<file path="src/rtl/mem_wb_elastic.sv">
`default_nettype none
// +--------------------------------------------------------------------------+
// | mem_wb_elastic                                                           |
// | Elastic DEPTH-entry MEM->WB buffer with youngest-wins forwarding lookup. |
// | Optional macro MEM_WB_ELASTIC_BYPASS_EN: same-cycle bypass when empty.   |
// | Revision: 1.0                                                            |
// +--------------------------------------------------------------------------+
module mem_wb_elastic #(
  parameter int XLEN   = 32,
  parameter int REG_AW = 5,
  parameter int DEPTH  = 2
) (
  input  logic                     clk,
  input  logic                     rst_n,
  input  logic                     flush,
  input  logic                     in_valid,
  output logic                     in_ready,
  input  logic [XLEN-1:0]          alu_result_in,
  input  logic [XLEN-1:0]          load_data_in,
  input  logic [REG_AW-1:0]        rd_in,
  input  logic                     wb_reg_file_in,
  input  logic                     memtoreg_in,
  output logic                     out_valid,
  input  logic                     out_ready,
  output logic [XLEN-1:0]          wb_data_out,
  output logic [REG_AW-1:0]        rd_out,
  output logic                     wb_reg_file_out,
  input  logic [REG_AW-1:0]        fwd_rs1_addr,
  input  logic [REG_AW-1:0]        fwd_rs2_addr,
  output logic                     fwd_rs1_hit,
  output logic                     fwd_rs2_hit,
  output logic [XLEN-1:0]          fwd_rs1_data,
  output logic [XLEN-1:0]          fwd_rs2_data,
  output logic [$clog2(DEPTH):0]   occupancy
);

  localparam int PW = $clog2(DEPTH);
  localparam int CW = PW + 1;
  localparam logic [CW-1:0] C_FULL = CW'(DEPTH);

  logic [XLEN-1:0]   r_data [DEPTH];
  logic [REG_AW-1:0] r_rd   [DEPTH];
  logic              r_en   [DEPTH];
  logic [PW-1:0]     r_wr_ptr;
  logic [PW-1:0]     r_rd_ptr;
  logic [CW-1:0]     r_count;

  logic [XLEN-1:0]   w_sel_data;
  logic              w_wb_en;
  logic              w_bypass;
  logic              w_push;
  logic              w_pop;
  logic              w_stored;

  assign w_sel_data = memtoreg_in ? load_data_in : alu_result_in;
  // Writes to x0 are architecturally discarded, so never let them forward.
  assign w_wb_en    = wb_reg_file_in && (rd_in != '0);
  assign w_stored   = (r_count != '0);

`ifdef MEM_WB_ELASTIC_BYPASS_EN
  assign w_bypass = !w_stored && in_valid && !flush;
`else
  assign w_bypass = 1'b0;
`endif

  assign in_ready = (r_count != C_FULL);
  assign w_push   = in_valid && in_ready && !flush && !(w_bypass && out_ready);
  assign w_pop    = w_stored && out_ready && !flush;

  assign out_valid       = w_stored || w_bypass;
  assign wb_data_out     = w_bypass ? w_sel_data : r_data[r_rd_ptr];
  assign rd_out          = w_bypass ? rd_in : r_rd[r_rd_ptr];
  assign wb_reg_file_out = out_valid && (w_bypass ? w_wb_en : r_en[r_rd_ptr]);
  assign occupancy       = r_count;

  // Walk head -> tail so later (younger) matches overwrite older ones.
  function automatic logic [XLEN:0] fwd_lookup(input logic [REG_AW-1:0] addr);
    logic [XLEN:0] res;
    logic [PW-1:0] idx;
    res = '0;
    idx = r_rd_ptr;
    for (int i = 0; i < DEPTH; i++) begin
      if ((CW'(i) < r_count) && r_en[idx] && (r_rd[idx] == addr) && (addr != '0))
        res = {1'b1, r_data[idx]};
      idx = idx + 1'b1;
    end
    if (w_bypass && w_wb_en && (rd_in == addr) && (addr != '0))
      res = {1'b1, w_sel_data};
    return res;
  endfunction

  assign {fwd_rs1_hit, fwd_rs1_data} = fwd_lookup(fwd_rs1_addr);
  assign {fwd_rs2_hit, fwd_rs2_data} = fwd_lookup(fwd_rs2_addr);

  always_ff @(posedge clk or negedge rst_n) begin
    if (!rst_n) begin
      r_wr_ptr <= '0;
      r_rd_ptr <= '0;
      r_count  <= '0;
      for (int i = 0; i < DEPTH; i++) begin
        r_data[i] <= '0;
        r_rd[i]   <= '0;
        r_en[i]   <= 1'b0;
      end
    end else if (flush) begin
      r_wr_ptr <= '0;
      r_rd_ptr <= '0;
      r_count  <= '0;
      for (int i = 0; i < DEPTH; i++) begin
        r_en[i] <= 1'b0;
      end
    end else begin
      if (w_push) begin
        r_data[r_wr_ptr] <= w_sel_data;
        r_rd[r_wr_ptr]   <= rd_in;
        r_en[r_wr_ptr]   <= w_wb_en;
        r_wr_ptr         <= r_wr_ptr + 1'b1;
      end
      if (w_pop) begin
        r_rd_ptr <= r_rd_ptr + 1'b1;
      end
      case ({w_push, w_pop})
        2'b10:   r_count <= r_count + 1'b1;
        2'b01:   r_count <= r_count - 1'b1;
        default: r_count <= r_count;
      endcase
    end
  end

endmodule
`default_nettype wire

</file>
<file path="config.mk">
export PLATFORM = sky130hd
export DESIGN_NAME = mem_wb_elastic
export DESIGN_NICKNAME = d
export VERILOG_FILES = /design/src/rtl/mem_wb_elastic.sv
export SDC_FILE = /design/constraint.sdc
export NUM_CORES = 1
export LEC_CHECK = 0
export ABC_AREA = 0
export CAP_MARGIN = 20
export CORE_UTILIZATION = 43
export CTS_BUF_LIST = sky130_fd_sc_hd__clkbuf_4 sky130_fd_sc_hd__clkbuf_8
export CTS_CLUSTER_DIAMETER = 150
export DETAILED_ROUTE_END_ITERATION = 7
export HOLD_SLACK_MARGIN = 0.15
export PLACE_DENSITY = 0.8
export SYNTH_ARGS = -nofsm -noshare
export SYNTH_HDL_FRONTEND = slang
export SYNTH_SLANG_ARGS = --single-unit
</file>
<file path="constraint.sdc">
create_clock -name clk -period 2.6 [get_ports clk]
set_input_delay 0.78 -clock clk [delete_from_list [all_inputs] [get_ports clk]]
set_output_delay 0.78 -clock clk [all_outputs]
set_load 0.01 [all_outputs]
</file>
### Word level (Yosys, flattened, before mapping)

Index checks and enable logic that the tools add are counted.
W data, S select, Z words.

* flip-flop bits (word level): 80

* $add $sub $neg: 4
* magnitude comparators: 6
* equal/unequal tests: 7
* multiplexer cells: 40
* bitwise logic cells: 4
* reduce and logical (&&, ||, !) cells: 26

Operators by type and width (count)
* $mux W32: 8
* $mux W33: 4
* $bwmux W64: 1
* $mux W5: 7
* $demux W32 S1: 1
* $eq A5 B5 Y1: 4
* $logic_and A1 B1 Y1: 17
* $reduce_bool A5 Y1: 3
* $mux W1: 11
* $bwmux W10: 1
* $ge A2 B2 Y1 const B: 3
* $mux W2: 3
* $not A1 Y2: 3
* $reduce_bool A2 Y1: 3
* $demux W5 S1: 1
* $lt A1 B2 Y1 const A: 2
* $pmux W2 S2: 1
* $reduce_bool A3 Y1: 1
* $add A1 B1 Y1 const B: 2
* $add A2 B1 Y2 const B: 1
* $bwmux W2: 1
* $eq A2 B1 Y1 const B: 1
* $eq A2 B2 Y1 const B: 1
* $lt A2 B1 Y1 const B: 1
* other kinds (6): 6

### Depth between registers and ports, before layout

Gate-level depths: netlist (run 1).

* depth after elaboration: 9
* depth in mapped cells: 8
* mapped depth without buffers: 7

### Least setup slack after synthesis (run 1)

Ideal clock, no wire load.

* kind: input port to output port
* from: input fwd_rs2_addr[4]
* to: output fwd_rs2_data[10]
* arrival: 1988 ps
* data required time: 1820 ps
* path slack: -168 ps
* stages on the path: 5
* buffers on the path: 1
* path through: xor2_1 -> nor3b_4 -> buf_6 -> nand3_1 -> mux2i_1

* longest elaborated chain between the ends: 5
* elaborated cells on any way between the ends: 9

Ends and longest elaborated chain
* start, declared: line 29 `input logic [REG_AW-1:0] fwd_rs2_addr,`
* $eq A5 B5 Y1: line 83 `if ((CW'(i) < r_count) && r_en[idx] && (r_rd[idx] == addr) && (addr != '0))`
* $logic_and A1 B1 Y1 (2 in a row): line 83
* $mux W33: line 83
* $mux W33 (*): line 83
* end, declared: line 33 `output logic [XLEN-1:0] fwd_rs2_data,`

Every way passes the cells marked *; elsewhere a longest branch is shown, timed or not.

### Worst setup path after layout (run 1)

* from: register r_rd_ptr
* to: output fwd_rs1_data[8]

* longest elaborated chain between the ends: 9
* elaborated cells on any way between the ends: 31

Ends and longest elaborated chain
* start, declared: line 45 `logic [PW-1:0] r_rd_ptr;`
* start signal, assigned: line 120 `r_rd_ptr <= r_rd_ptr + 1'b1;`
* $add A1 B1 Y1 or $not A1 Y2 (tied branches): line 85, 83, 84
* $not A1 Y2 (implied by the code), or another cell as far along: line 83, 84
* $mux W5 (implied by the code) or $mux W1 (tied branches) (2 in a row): line 83
* $mux W5 (implied by the code), or another cell as far along: line 83
* $eq A5 B5 Y1 or $logic_and A1 B1 Y1 (tied branches): line 83
* $logic_and A1 B1 Y1: line 83
* $logic_and A1 B1 Y1 or $mux W33 (tied branches): line 83
* $mux W33 (*): line 83
* end, declared: line 32 `output logic [XLEN-1:0] fwd_rs1_data,`

Every way passes the cells marked *; elsewhere a longest branch is shown, timed or not. The select of a mux whose other input is x is not followed.

==> results.yml, run 1 <==
drt:
  post-route-drc-count: 0
  drt_wl_total_um: 22500
  drt_pre_antenna_iters: 5
  ant_nets: 0
  wl_per_cell_um: 21.5
  drt_iter0_drc: 424
  routed_via_density: 5.81
  vias: 6101
global_routing:
  first_global_vias: 6169
  track_usage_pct: 32.4
  antenna_found_initial: 0
  grt_pass1_wl_um: 32900
  grt_max_degree: 45
  grt_overflow: 0
clock_tree:
  clock_tree.root_cell: "clkbuf_8"
  cts_hold_buf: 0
  cts_tree: "done"
  htreeDepth: 3
  clk_path_buf_depth: 2
  cts_buffers: 9
  clk-insertion-delay-late_ns: 0.37
  numClockSinks: 80
  cts.reportedPaths.clkPinSlew_ns: 0.09
place:
  portBuffers: 193
  dp_hpwl_um: 13700
  dpl.cell_count: 990
  routabilityCongestion: 0.882
critical_path:
  path_cells: "buf_8 > mux2i_4 > xnor2_2 > nor4_2 > nand3_2 > buf_6 > buf_12 > buf_12 > mux2i_2 > buf_2"
  crit_type: "reg -> out"
  end_kind: "primary output"
  worstPathRequired_ns: 1.82
  crit_path_start_kind: "register"
  path_max_fanout: 7
  arrival_ns: 2.76
  critical_path.max_stage_delay_ns: 0.56
  critPathTopFamily: "buffers and inverters"
  cpMostUsedCell: "buf_12"
  cp_slowest_cell: "dfrtp_4"
  path_buf_inv: 5
floorplanning:
  placementRows: 41
  start_util_pct: 44.3
  die_w_um: 117
  core_um2: 12700
  die_h_um: 117
  io_pins: 194
  dieArea_um2: 13600
timing:
  final-setup-viol-count: 98
  slew_violations: 0
  finalCritPeriodShare_pct: 136
  worst_pin_slew_ns: 0.550
  fin_ws_ns: -0.936
  final.min_clock_period_ns: 3.54
  clock.fmax_ghz: 0.283
  skew_ns: 0.0171
  rsz0062_at_grt: "yes"
  relSlewSlack_pct: 63.3
  hold_viol_final: 0
yosys:
  synth_area_leader_cell: "dfrtp_1"
  ys_seq_area_share_pct: 35.5
  ys_warn_count: 0
  syn_inst: 580
  synth_area_um2: 5640
  synth_seq_cells: 80
  synth_area_leaders: "dfrtp_1, mux2i_1, mux2_2"
  yosys.cell_types.count: 31
  synth_top_area_share_pct: 35.5
  synth_area_per_cell_um2: 9.72
  synth_fp_nets: 669
finish:
  final-instance-count-excl-fill: 1050
  fillers: 799
  final_core_util_pct: 76.5
  layout.nets: 962
  layout.cells.most_common_list: "mux2i_1, dfrtp_1, buf_6"
  antenna_cells: 0
  drive_gt1_share_pct: 44.3
  area_growth_pct: 72.6
pwr:
  leakage_nw: 4.39
  power_density_nw_per_um2: 1090
  ir_drop_mv: 0.647
job:
  maxCapViolCount: 0
run_status:
  violations: "setup timing"
  outcome: "complete, but fails checks"
min_path:
  holdCritPathClass: "in -> async"
-- cells by family (layout without fill, tap and decap cells) --
family                     count (synthesis)  count (layout)  synth area share (%)
buffers and inverters                     57             355                  5.46
and+or+nand+nor                          161             161                  13.6
xor gates and xnor gates                  24              24                  3.73
adders and majority gates                  3               3                 0.666
DFF                                       80              80                  35.5
AOI/OAI and AO/OA                         72              72                  7.30
muxes                                    183             183                  33.8
-- worst paths after layout --
path                              start  cells after the start  slack [ns]              end
max                            r_rd_ptr                     10       -0.94  fwd_rs1_data[8]
min                               rst_n                      1        0.38     occupancy[0]
max reg2reg                occupancy[0]                     10        0.58        r_data[0]
min reg2reg                  r_data[47]                      2        0.57       r_data[47]
max in group asynchronous         rst_n                      2        1.56       r_data[47]
min in group clk             r_data[47]                      2        0.57       r_data[47]
-- power by group --
| part | internal (W) | switching [W] |
|---|---|---|
| combinational | 0.00390 | 0.00320 |
| sequential | 0.00185 | 0.000647 |
| clock | 0.000454 | 0.000520 |
| total | 0.00620 | 0.00436 |
-- cell usage after synthesis (all sizes together) --
| cell type | count |
|---|---|
| mux2i | 140 |
| xnor2 | 19 |
| ha | 3 |
| o21ai | 1 |
| nor2 | 74 |
| xor2 | 5 |
| nand2 | 7 |
| nor4 | 2 |
| mux2 | 43 |
| inv | 12 |
| a21oi | 67 |
| a2111oi | 2 |
| nor2b | 1 |
| or4 | 1 |
| and3 | 1 |
| buf | 31 |
| nand4 | 9 |
| nor3b | 3 |
| o31a | 1 |
| dfrtp | 80 |
| nand3 | 58 |
| or3 | 1 |
| clkbuf | 14 |
| o21a | 1 |
| nor3 | 4 |
-- layer usage --
layer | track usage, % | wire length [um] | part of all wire [%] | up-vias
met1 | 36.1 | 8270 | 37 | 3016
met5 | 0 | 0 | 0 | -
met2 | 58.1 | 11700 | 52 | 346
met4 | 20.3 | 1190 | 5.3 | 0
li1 | - | - | - | 2646
met3 | 4.67 | 1370 | 6.1 | 93
-- per-stage QoR --
step           area [um2]  TNS, ns  setup WS (ns)  power (W)  hold WS (ns)
6_report             9740   -61.29         -0.936     0.0106         0.384
3_5_place_dp         8630   -82.00          -1.24    0.00778         0.540
5_1_grt              9740   -65.58         -0.972     0.0110         0.409
2_1_floorplan        5920    -3.73        -0.0646    0.00523         0.484
3_3_place_gp         8630   -78.99          -1.17    0.00751         0.517
4_1_cts              9520   -55.72         -0.822    0.00999         0.379
-- repair_timing --
action,CTS,global route
pin swaps,10,2
setup endpoints to repair,104,104
cloned,10,4
resized for setup,558,53
endpoints found under the hold margin,0,0
setup buffers,26,13
-- sequential cells by signal, summed over array words and instances (netlist names) --
signal,count
r_data,64
r_rd,10
occupancy,2
r_en,2
r_rd_ptr,1
r_wr_ptr,1
-- cell type report --
type / instances / area, um2 / area share [%]
clock buffers: 9 / 124 / 1.27
flip-flops and latches: 80 / 2010 / 20.6
well taps: 172 / 215 / 2.21
clock inverters: 7 / 78.8 / 0.810
multi-input cells: 443 / 3920 / 40.3
inverters: 12 / 45.0 / 0.463
repair buffers: 327 / 3340 / 34.3
Power figures use the tool's default switching activity.
==> run 2: changes to the inputs <==
CORE_UTILIZATION = 30   (was 43)
CTS_BUF_LIST = sky130_fd_sc_hd__clkbuf_4   (was sky130_fd_sc_hd__clkbuf_4 sky130_fd_sc_hd__clkbuf_8)
PLACE_DENSITY = not set   (was 0.8)
==> run 2 against run 1 <==
Compared with the run above: the run ends with DRC, setup timing left; clock-buffer cell count is 2 higher; setup slack worse by 0.081 ns; wire length is 8.5% lower; flip-flop and latch count stayed put; combinational power is 1% higher; critical endpoint is now fwd_rs1_data[22]; global-route usage is 11 points lower; critical path type unchanged; critical path depth stayed put; clock power is 2% lower; largest cell class unchanged.
==> results.yml, run 2 (synthesis gave the netlist of run 1 again) <==
critical_path:
  rr_worst_depth: 9
  worstPathRequired_ns: 1.82
  timing.rr.end: "r_data[27]"
  rr_startpoint: "occupancy[0]"
  end_kind: "primary output"
  arrival_ns: 2.84
  crit_path_start_kind: "register"
  cpMostUsedCell: "buf_12"
  path_max_fanout: 8
  cp_slowest_cell: "dfrtp_4"
  critPathTopFamily: "buffers and inverters"
  path_buf_inv: 5
  path_cells: "buf_12 > buf_12 > mux2i_4 > xor2_1 > nor3b_4 > buf_6 > buf_12 > nand3_2 > mux2i_2 > buf_2"
  regToRegSetupSlack_ns: 0.52
  crit_type: "reg -> out"
  critical_path.max_stage_delay_ns: 0.53
global_routing:
  antenna_found_initial: 1
  grt_max_degree: 46
  track_usage_pct: 21.3
  first_global_vias: 5954
  grt_pass1_wl_um: 32100
  grt_overflow: 0
pwr:
  ir_drop_mv: 0.450
  p_total_w: 0.0106
  leakage_nw: 4.35
  power_density_nw_per_um2: 1060
timing:
  hold_viol_final: 0
  fin_ws_ns: -1.02
  rsz0062_at_grt: "yes"
  clock.fmax_ghz: 0.276
  finalCritPeriodShare_pct: 139
  skew_ns: 0.0178
  final-setup-viol-count: 99
  final.min_clock_period_ns: 3.62
  relSlewSlack_pct: 65.2
  worst_pin_slew_ns: 0.522
  slew_violations: 0
clock_tree:
  cts_tree: "done"
  htreeDepth: 3
  numClockSinks: 80
  cts_hold_buf: 0
  clk_path_buf_depth: 2
  clock_tree.root_cell: "clkbuf_4"
  clk-insertion-delay-late_ns: 0.45
  cts.reportedPaths.clkPinSlew_ns: 0.13
  cts_buffers: 9
run_status:
  outcome: "complete, but fails checks"
  violations: "DRC, setup timing"
drt:
  wl_per_cell_um: 18.6
  drt_wl_total_um: 20600
  vias: 5659
  ant_nets: 0
  routed_via_density: 5.11
  drt_pre_antenna_iters: 8
  post-route-drc-count: 13
  drt_iter0_drc: 264
floorplanning:
  dieArea_um2: 19300
  io_pins: 194
  start_util_pct: 31.0
  core_um2: 18200
  die_h_um: 139
  die_w_um: 139
  placementRows: 49
job:
  maxCapViolCount: 0
min_path:
  holdCritPathClass: "in -> async"
place:
  dp_hpwl_um: 13700
  portBuffers: 193
  routabilityCongestion: 0.772
finish:
  final_common_cell: "clkdlybuf4s50_1"
  area_growth_pct: 75.8
  final_core_util_pct: 54.5
  largestRegisters: "r_data: 64 flops, r_rd: 10 flops"
  layout.cells.most_common_list: "clkdlybuf4s50_1, buf_6, dfrtp_1"
  drive_gt1_share_pct: 46.8
  largest_reg_flops: 64
  fillers: 1580
  layout.nets: 961
  max_flop_register: "r_data"
==> run 2: layout make-up <==
class | count | area [um2] | share of cell area [%]
Sequential cell | 80 | 2010 | 20.2
Timing Repair Buffer | 326 | 3340 | 33.7
Inverter | 12 | 47.5 | 0.479
Clock buffer | 11 | 82.6 | 0.833
Multi-Input combinational cell | 443 | 4050 | 40.8
Clock inverter | 5 | 105 | 1.06
Tap cell | 229 | 287 | 2.89
Antenna cell | 1 | 2.50 | 0.0252
==> run 2: stage by stage <==
step	TNS, ns	worst slack (ns)	instances	instance area, um2	hold slack, ns
6_report	-73.87	-1.02	1107	9920	0.268
5_1_grt	-83.10	-1.12	1107	9920	0.279
4_1_cts	-75.49	-0.987	1102	9570	0.273
3_5_place_dp	-90.01	-1.34	1043	8660	0.539
3_3_place_gp	-86.16	-1.26	1043	8660	0.525
2_1_floorplan	-3.73	-0.0646	580	5920	0.484
==> run 2: worst max path at each step <==
stage               startpoint  cells past startpoint                to  slack, ns
6_report              r_rd_ptr                     10  fwd_rs1_data[22]      -1.02
5_1_grt               r_rd_ptr                     10  fwd_rs1_data[15]      -1.12
3_3_place_gp   fwd_rs2_addr[0]                      7   fwd_rs2_data[3]      -1.26
4_1_cts               r_rd_ptr                     10   fwd_rs2_data[2]      -0.99
3_5_place_dp   fwd_rs2_addr[1]                      7   fwd_rs2_data[3]      -1.34
2_1_floorplan  fwd_rs1_addr[0]                      5   fwd_rs1_data[0]      -0.06
==> run 2: where the power goes <==
group | switching, W | total (W) | internal [W]
registers | 0.000554 | 0.00240 | 0.00185
logic | 0.00319 | 0.00720 | 0.00402
clock network | 0.000446 | 0.000954 | 0.000508
total | 0.00419 | 0.0106 | 0.00637
==> run 2: what timing repair did <==
item	4_1_cts	5_1_grt
gates cloned	9	4
gates resized for setup	550	81
pin swaps	11	27
buffers inserted	37	7
endpoints found under the setup margin	106	103
==> run 2: per-layer routing <==
| metal | vias up | share of wire, % | global-route usage, % |
|---|---|---|---|
| li1 | 2664 | - | - |
| met1 | 2771 | 42 | 26.3 |
| met2 | 197 | 50 | 37.8 |
| met3 | 27 | 5.6 | 3.38 |
| met4 | 0 | 2.0 | 7.13 |
| met5 | - | 0 | 0 |
==> run 3: changes to the inputs <==
GPL_TIMING_DRIVEN = 1   (was not set)
==> results of run 3 <==
No change in the layout: final DEF, timing and power equal those of run 2.
